[src/rtl/fetch_unit.sv]
// Instruction-fetch front end: PC/IR, request/acknowledge handshake to instruction
// memory, and decoded instruction fields for the control FSM.
module fetch_unit #(
    parameter int unsigned    AW       = 16,
    parameter logic [AW-1:0]  RESET_PC = '0,
    parameter int unsigned    TIMEOUT  = 15
) (
    input  logic          clk,
    input  logic          rst_f,
    input  logic          fetch_start,
    input  logic          ld_branch,
    input  logic [AW-1:0] br_addr,
    output logic          imem_req,
    output logic [AW-1:0] imem_addr,
    input  logic          imem_ack,
    input  logic [31:0]   imem_rdata,
    output logic [AW-1:0] pc_out,
    output logic [3:0]    opcode,
    output logic [3:0]    mm,
    output logic [3:0]    rd,
    output logic [3:0]    rs,
    output logic [3:0]    rt,
    output logic [15:0]   imm,
    output logic          fetch_done,
    output logic          fetch_err
);

    typedef enum logic [1:0] {IDLE, REQ, DONE, ERR} state_t;

    localparam logic [7:0] CNT_LAST = 8'(TIMEOUT - 1);

    state_t        state, state_nxt;
    logic [AW-1:0] pc, pc_nxt;
    logic [AW-1:0] addr, addr_nxt;
    logic [31:0]   ir, ir_nxt;
    logic [7:0]    cnt, cnt_nxt;
    logic          req, req_nxt;
    logic          err, err_nxt;
    logic [AW-1:0] next_pc;

    always_ff @(posedge clk or negedge rst_f) begin
        if (!rst_f) begin
            state <= IDLE;
            pc    <= RESET_PC;
            addr  <= '0;
            ir    <= '0;
            cnt   <= '0;
            req   <= 1'b0;
            err   <= 1'b0;
        end else begin
            state <= state_nxt;
            pc    <= pc_nxt;
            addr  <= addr_nxt;
            ir    <= ir_nxt;
            cnt   <= cnt_nxt;
            req   <= req_nxt;
            err   <= err_nxt;
        end
    end

    always_comb begin
        state_nxt = state;
        pc_nxt    = pc;
        addr_nxt  = addr;
        ir_nxt    = ir;
        cnt_nxt   = cnt;
        req_nxt   = req;
        err_nxt   = err;
        next_pc   = ld_branch ? br_addr : pc;
        case (state)
            IDLE: begin
                // A simultaneous branch and fetch both take effect; the fetch uses the target
                pc_nxt = next_pc;
                if (fetch_start) begin
                    addr_nxt  = next_pc;
                    req_nxt   = 1'b1;
                    cnt_nxt   = '0;
                    state_nxt = REQ;
                end
            end
            REQ: begin
                if (imem_ack) begin
                    ir_nxt    = imem_rdata;
                    pc_nxt    = addr + 1'b1;
                    req_nxt   = 1'b0;
                    state_nxt = DONE;
                end else if (cnt == CNT_LAST) begin
                    req_nxt   = 1'b0;
                    err_nxt   = 1'b1;
                    state_nxt = ERR;
                end else begin
                    cnt_nxt = cnt + 8'd1;
                end
            end
            DONE:    state_nxt = IDLE;
            default: state_nxt = ERR;
        endcase
    end

    assign imem_req   = req;
    assign imem_addr  = addr;
    assign pc_out     = pc;
    assign fetch_err  = err;
    assign fetch_done = (state == DONE);
    assign opcode     = ir[31:28];
    assign mm         = ir[27:24];
    assign rd         = ir[23:20];
    assign rs         = ir[19:16];
    assign rt         = ir[15:12];
    assign imm        = ir[15:0];

endmodule

[config.mk]
export PLATFORM = sky130hd
export DESIGN_NAME = fetch_unit
export DESIGN_NICKNAME = d
export VERILOG_FILES = /design/src/rtl/fetch_unit.sv
export SDC_FILE = /design/constraint.sdc
export NUM_CORES = 1
export LEC_CHECK = 0
export BUFFER_PORTS_ARGS = -buffer_cell sky130_fd_sc_hd__buf_4
export CAP_MARGIN = 20
export CORE_MARGIN = 2
export CORE_UTILIZATION = 42
export DETAILED_ROUTE_END_ITERATION = 10
export PLACE_DENSITY = 0.77
export SLEW_MARGIN = 20
export SYNTH_ARGS = -nofsm -noshare
export SYNTH_HDL_FRONTEND = slang
export SYNTH_SLANG_ARGS = --single-unit
[constraint.sdc]
create_clock -name clk -period 2 [get_ports clk]
set_input_delay 0.6 -clock clk [delete_from_list [all_inputs] [get_ports clk]]
set_output_delay 0.6 -clock clk [all_outputs]
set_load 0.005 [all_outputs]
### Yosys cells after proc, flatten, opt, wreduce, memory -nomap -nowiden

Index checks and enable logic that the tools add are counted.
Widths: inputs -> output; s select.

| word-level totals | value |
|---|---|
| register bits | 76 |
| input port bits | 53 |

| cells by class | value |
|---|---|
| add/subtract/negate cells | 2 |
| equal/unequal tests | 8 |
| muxes and demuxes | 15 |
| bitwise gates (word level) | 1 |
| reduce and logical (&&, ||, !) cells | 9 |

Operators by type and width:

| operator | number |
|---|---|
| $mux 16 | 2 |
| $pmux 16 s2 | 1 |
| $mux 8 | 3 |
| $add 16x1->16 const B | 1 |
| $pmux 8 s2 | 1 |
| $add 8x1->8 const B | 1 |
| $eq 8x4->1 const B | 1 |
| $ne 2x2->1 const B | 4 |
| $reduce_and 2->1 | 4 |
| $mux 2 | 3 |
| $pmux 2 s3 | 1 |
| $reduce_and 3->1 | 2 |
| $reduce_and 4->1 | 1 |
| $mux 1 | 3 |
| $ne 3x3->1 const B | 1 |
| $eq 2x1->1 const B | 1 |
| $eq 2x2->1 const B | 1 |
| $logic_not 2->1 | 1 |
| $pmux 1 s2 | 1 |
| $reduce_bool 2->1 | 1 |
| $not 1->1 | 1 |

### Depth between registers and ports, before layout

| logic depth | value |
|---|---|
| depth after elaboration | 4 |
| depth in mapped cells | 7 |

### Worst setup path after synthesis

No wires, ideal clock.

| timing | value |
|---|---|
| path kind | input-to-reg |
| from | input port ld_branch |
| to | register pc[1], in the netlist pc_out[1] |
| setup time | 0.129 ns |
| data arrival time | 1.421 ns |
| data required time | 1.871 ns |
| path slack | 0.449 ns |
| stages | 5 |
| path through | clkbuf_1 -> nand2b_1 -> mux2_1 -> o32ai_1 -> a21oi_1 |

| between the ends | value |
|---|---|
| word-level cells in the longest chain between the ends | 2 |

Ends and longest elaborated chain:

| what | RTL line | RTL |
|---|---|---|
| start, declared | 11 | `input logic ld_branch,` |
| $mux 16 | 69 | `next_pc = ld_branch ? br_addr : pc;` |
| $pmux 16 s2 | 70 | `case (state)` |
| end signal, assigned | 52 | `pc <= pc_nxt;` |
| end, declared | 33 | `logic [AW-1:0] pc, pc_nxt;` |

Every way passes these cells.
A chain may end at the register's enable or synchronous reset.

### Final worst setup path

| timing | value |
|---|---|
| from | register state[0] |
| to | output port fetch_done |

| between the ends | value |
|---|---|
| word-level cells in the longest chain between the ends | 1 |

Ends and longest elaborated chain:

| what | RTL line | RTL |
|---|---|---|
| start, declared | 32 | `state_t state, state_nxt;` |
| start signal, assigned | 51 | `state <= state_nxt;` |
| $eq 2x2->1 | 104 | `assign fetch_done = (state == DONE);` |
| end, declared | 24 | `output logic fetch_done,` |

Every way passes these cells.

==> qor.yml <==
status: "finished clean"
synthArstFlopShare: 1.000
drcViolationCount: 0
finalCritPeriodShare: 0.8981
cp_slowest_cell: "dfrtp_1"
r2r-end: "cnt[3]$_DFFE_PN0P_"
worstPathArrival_ns: 1.20
final.fill_count: 784
area_delta_synth_final_pct: 33.60
netSwitchingFraction: 0.3814
path_class: "reg -> out"
die_h_um: 98.25
core_um2: 8678
avgSynthCellArea_um2: 9.375
ys_types: 47
grt_pass1_vias: 3172
overflow: 0
clkPwrFrac: 0.183
end_kind: "output port"
tns_ns: 0
clock_skew_ns: 0.01297
diodes: 0
synth_ff_type: "dfrtp_1"
multi_input_area_um2: 1657
gp_congestion: 0.7832
worstMarginPinSlew_ns: 0.4427
cts_tree: "yes"
grt_pass1_wl_um: 15860
cts_sinks: 76
path_delay_family: "flip-flops"
cts_root_buffer: "clkbuf_8"
grt_setup_unrepaired: "no"
postSynthNetCount: 454
port_buffers: 123
drive_gt1_frac: 0.3130
setup_ws_ns: 0.2039
post_cts_resized: 0
clock.fmax_mhz: 556.8
fin_crit_ns: 1.796
netlist_top_cells_area: "dfrtp_1 (51%), nand2_1 (12%), mux2i_1 (4.6%)"
grt_antenna_before_repair: 0
synth.cell_area_um2: 3731
start_util: 0.4299
hold_path.class: "in -> async"
path_cells: "nor2b_1 > buf_4"
p_leak_nw: 2.479
setup_violations: 0
synth.cells.most_frequent: "nand2_1 (119), dfrtp_1 (76), mux2i_1 (17), nor2_1 (17), o21ai_0 (16)"
hold_violations: 0
drt_iter0_drc: 133
p_switching_w: 0.002858
post_cts_hold_buffer_count: 0
powerDensity_nw_per_um2: 1503
grt_max_degree: 45
max-slew-margin-rel: 0.7048
vias: 3266
cp_data_required_time_ns: 1.40
cts_inserted_buffers: 9
wl_per_cell_um: 15.10
power.total_w: 0.007493
postCtsSetupBuffers: 0
yosysSeqAreaShare: 0.5097
yosysWarningCount: 0
start_kind: "flop"
fp.dieW_um: 98.25
synth_edf_count: 0
synth_seq_cells: 76
final_nets: 575
drv_slew: 0
seq_power_share: 0.394
path_clk_slew_ns: 0.10
pwr-share-comb: 0.423
maxCapViolations: 0
fin_area_um2: 4985
firstDrtPassIters: 5
grt_usage: 0.2041
rows: 34
netlist_instances: 398
yosysTopAreaCell: "dfrtp_1"
ant_nets: 0
place_area_um2: 4757
yosysMostFrequentCell: "nand2_1"
cp_max_fo: 9
p_int_w: 0.004635
cp_slowest_stage_delay_ns: 0.48
cts_buffer_depth: 2
ff_latch_area_um2: 1902
dieArea_um2: 9653
cts-htree-levels: 3
totalWireLength_um: 9544
r2r_cells: 6
reg2reg_slack_ns: 0.33
via_per_inst: 5.168
synth_top_area_frac: 0.5097
pin_count: 124
place_ws_ns: 0.2837
dpl.hpwl_um: 6930
worstSkewPairLatency_ns: 0.36
r2r-start: "cnt[0]$_DFFE_PN0P_"
vdd_drop_max_mv: 0.5696
critPathBufInv: 1
## flip-flops by register name (all words and copies together) (netlist names)
name	count
fetch_err	1
cnt	8
state	2
ir	32
imem_addr	16
imem_req	1
pc_out	16
## power groups by stage
stage	sequential (W)	clock [W]	combinational [W]
floorplan	0.00288	0	0.00166
global placement	0.00294	0	0.00311
detailed placement	0.00297	0	0.00321
CTS	0.00295	0.00139	0.00322
global route	0.00306	0.00147	0.00354
finish	0.00295	0.00137	0.00317
## worst register-to-register path, delay by kind of cell, from the launching register on
| kind | cells | cell delay, ns |
|---|---|---|
| AOI/OAI and AO/OA | 3 | 0.74 |
| DFF | 1 | 0.44 |
| and+or+nand+nor | 1 | 0.15 |
| adders and majority gates | 1 | 0.14 |
| buffers and inverters | 1 | 0.08 |
## through the flow
| stage | util | hold WS, ns | instances |
|---|---|---|---|
| 3_3_place_gp | 0.5482 | 0.4600 | 616 |
| 3_5_place_dp | 0.5482 | 0.4640 | 616 |
| 2_1_floorplan | - | 0.3044 | 398 |
| 4_1_cts | 0.5744 | 0.1797 | 632 |
| 5_1_grt | 0.5744 | 0.1884 | 632 |
| 6_report | 0.5744 | 0.1722 | 632 |
## worst max path at each step
stage,start,depth (start not counted),slack (ns),to
floorplan,ld_branch,5,0.45,pc_out[1]$_DFFE_PN0P_
global placement,imem_ack,5,0.34,cnt[4]$_DFFE_PN0P_
detailed placement,imem_ack,5,0.28,cnt[4]$_DFFE_PN0P_
CTS,state[0]$_DFFE_PN0P_,2,0.21,fetch_done
global route,state[0]$_DFFE_PN0P_,2,0.15,fetch_done
finish,state[0]$_DFFE_PN0P_,2,0.20,fetch_done
## final cells by class
| type | count | area share |
|---|---|---|
| Clock inverter | 7 | 0.02083 |
| Timing Repair Buffer | 135 | 0.2058 |
| Sequential cell | 76 | 0.3815 |
| Inverter | 10 | 0.007530 |
| Tap cell | 108 | 0.02711 |
| Multi-Input combinational cell | 287 | 0.3323 |
| Clock buffer | 9 | 0.02485 |
## layout by cell type (no fill, tap or decap), types with 2 or more instances in the layout
cell type	synthesis	final
nor3_1	6	6
inv_1	8	8
a31oi_1	2	2
nand4_1	3	3
o32ai_1	2	2
and2_1	4	4
nor2b_1	3	3
o22a_1	7	7
nor2_1	17	17
o21ai_1	2	2
o22ai_1	14	14
nand4_4	2	2
mux2i_1	17	17
xnor2_1	12	12
a21o_1	4	4
nand2b_1	4	4
dfrtp_1	76	76
buf_4	6	134
nand2_1	119	119
ha_1	3	3
bufinv_16	0	2
a21oi_1	11	11
nor4_2	2	2
o21ai_0	16	16
inv_6	0	4
a221oi_1	4	4
nand3_1	9	9
a211oi_1	3	3
o31ai_1	4	4
and4_1	2	2
a31o_2	2	2
clkbuf_8	0	9
## kinds of logic (layout without fill, tap and decap cells)
kind of cell | after synthesis | after routing | share of synthesized area
xor gates and xnor gates | 13 | 13 | 0.03052
DFF | 76 | 76 | 0.5097
muxes | 18 | 18 | 0.04862
and+or+nand+nor | 178 | 178 | 0.2213
AOI/OAI and AO/OA | 75 | 75 | 0.1321
buffers and inverters | 35 | 161 | 0.04762
adders and majority gates | 3 | 3 | 0.01006
## metal layers
metal | up-vias | global-route usage | part of all wire
met3 | 10 | 0.04653 | 0.057
met1 | 1556 | 0.2747 | 0.45
li1 | 1601 | - | -
met5 | - | 0 | 0
met4 | 0 | 0.06112 | 0.011
met2 | 99 | 0.3325 | 0.48
Power figures use the tool's default switching activity.
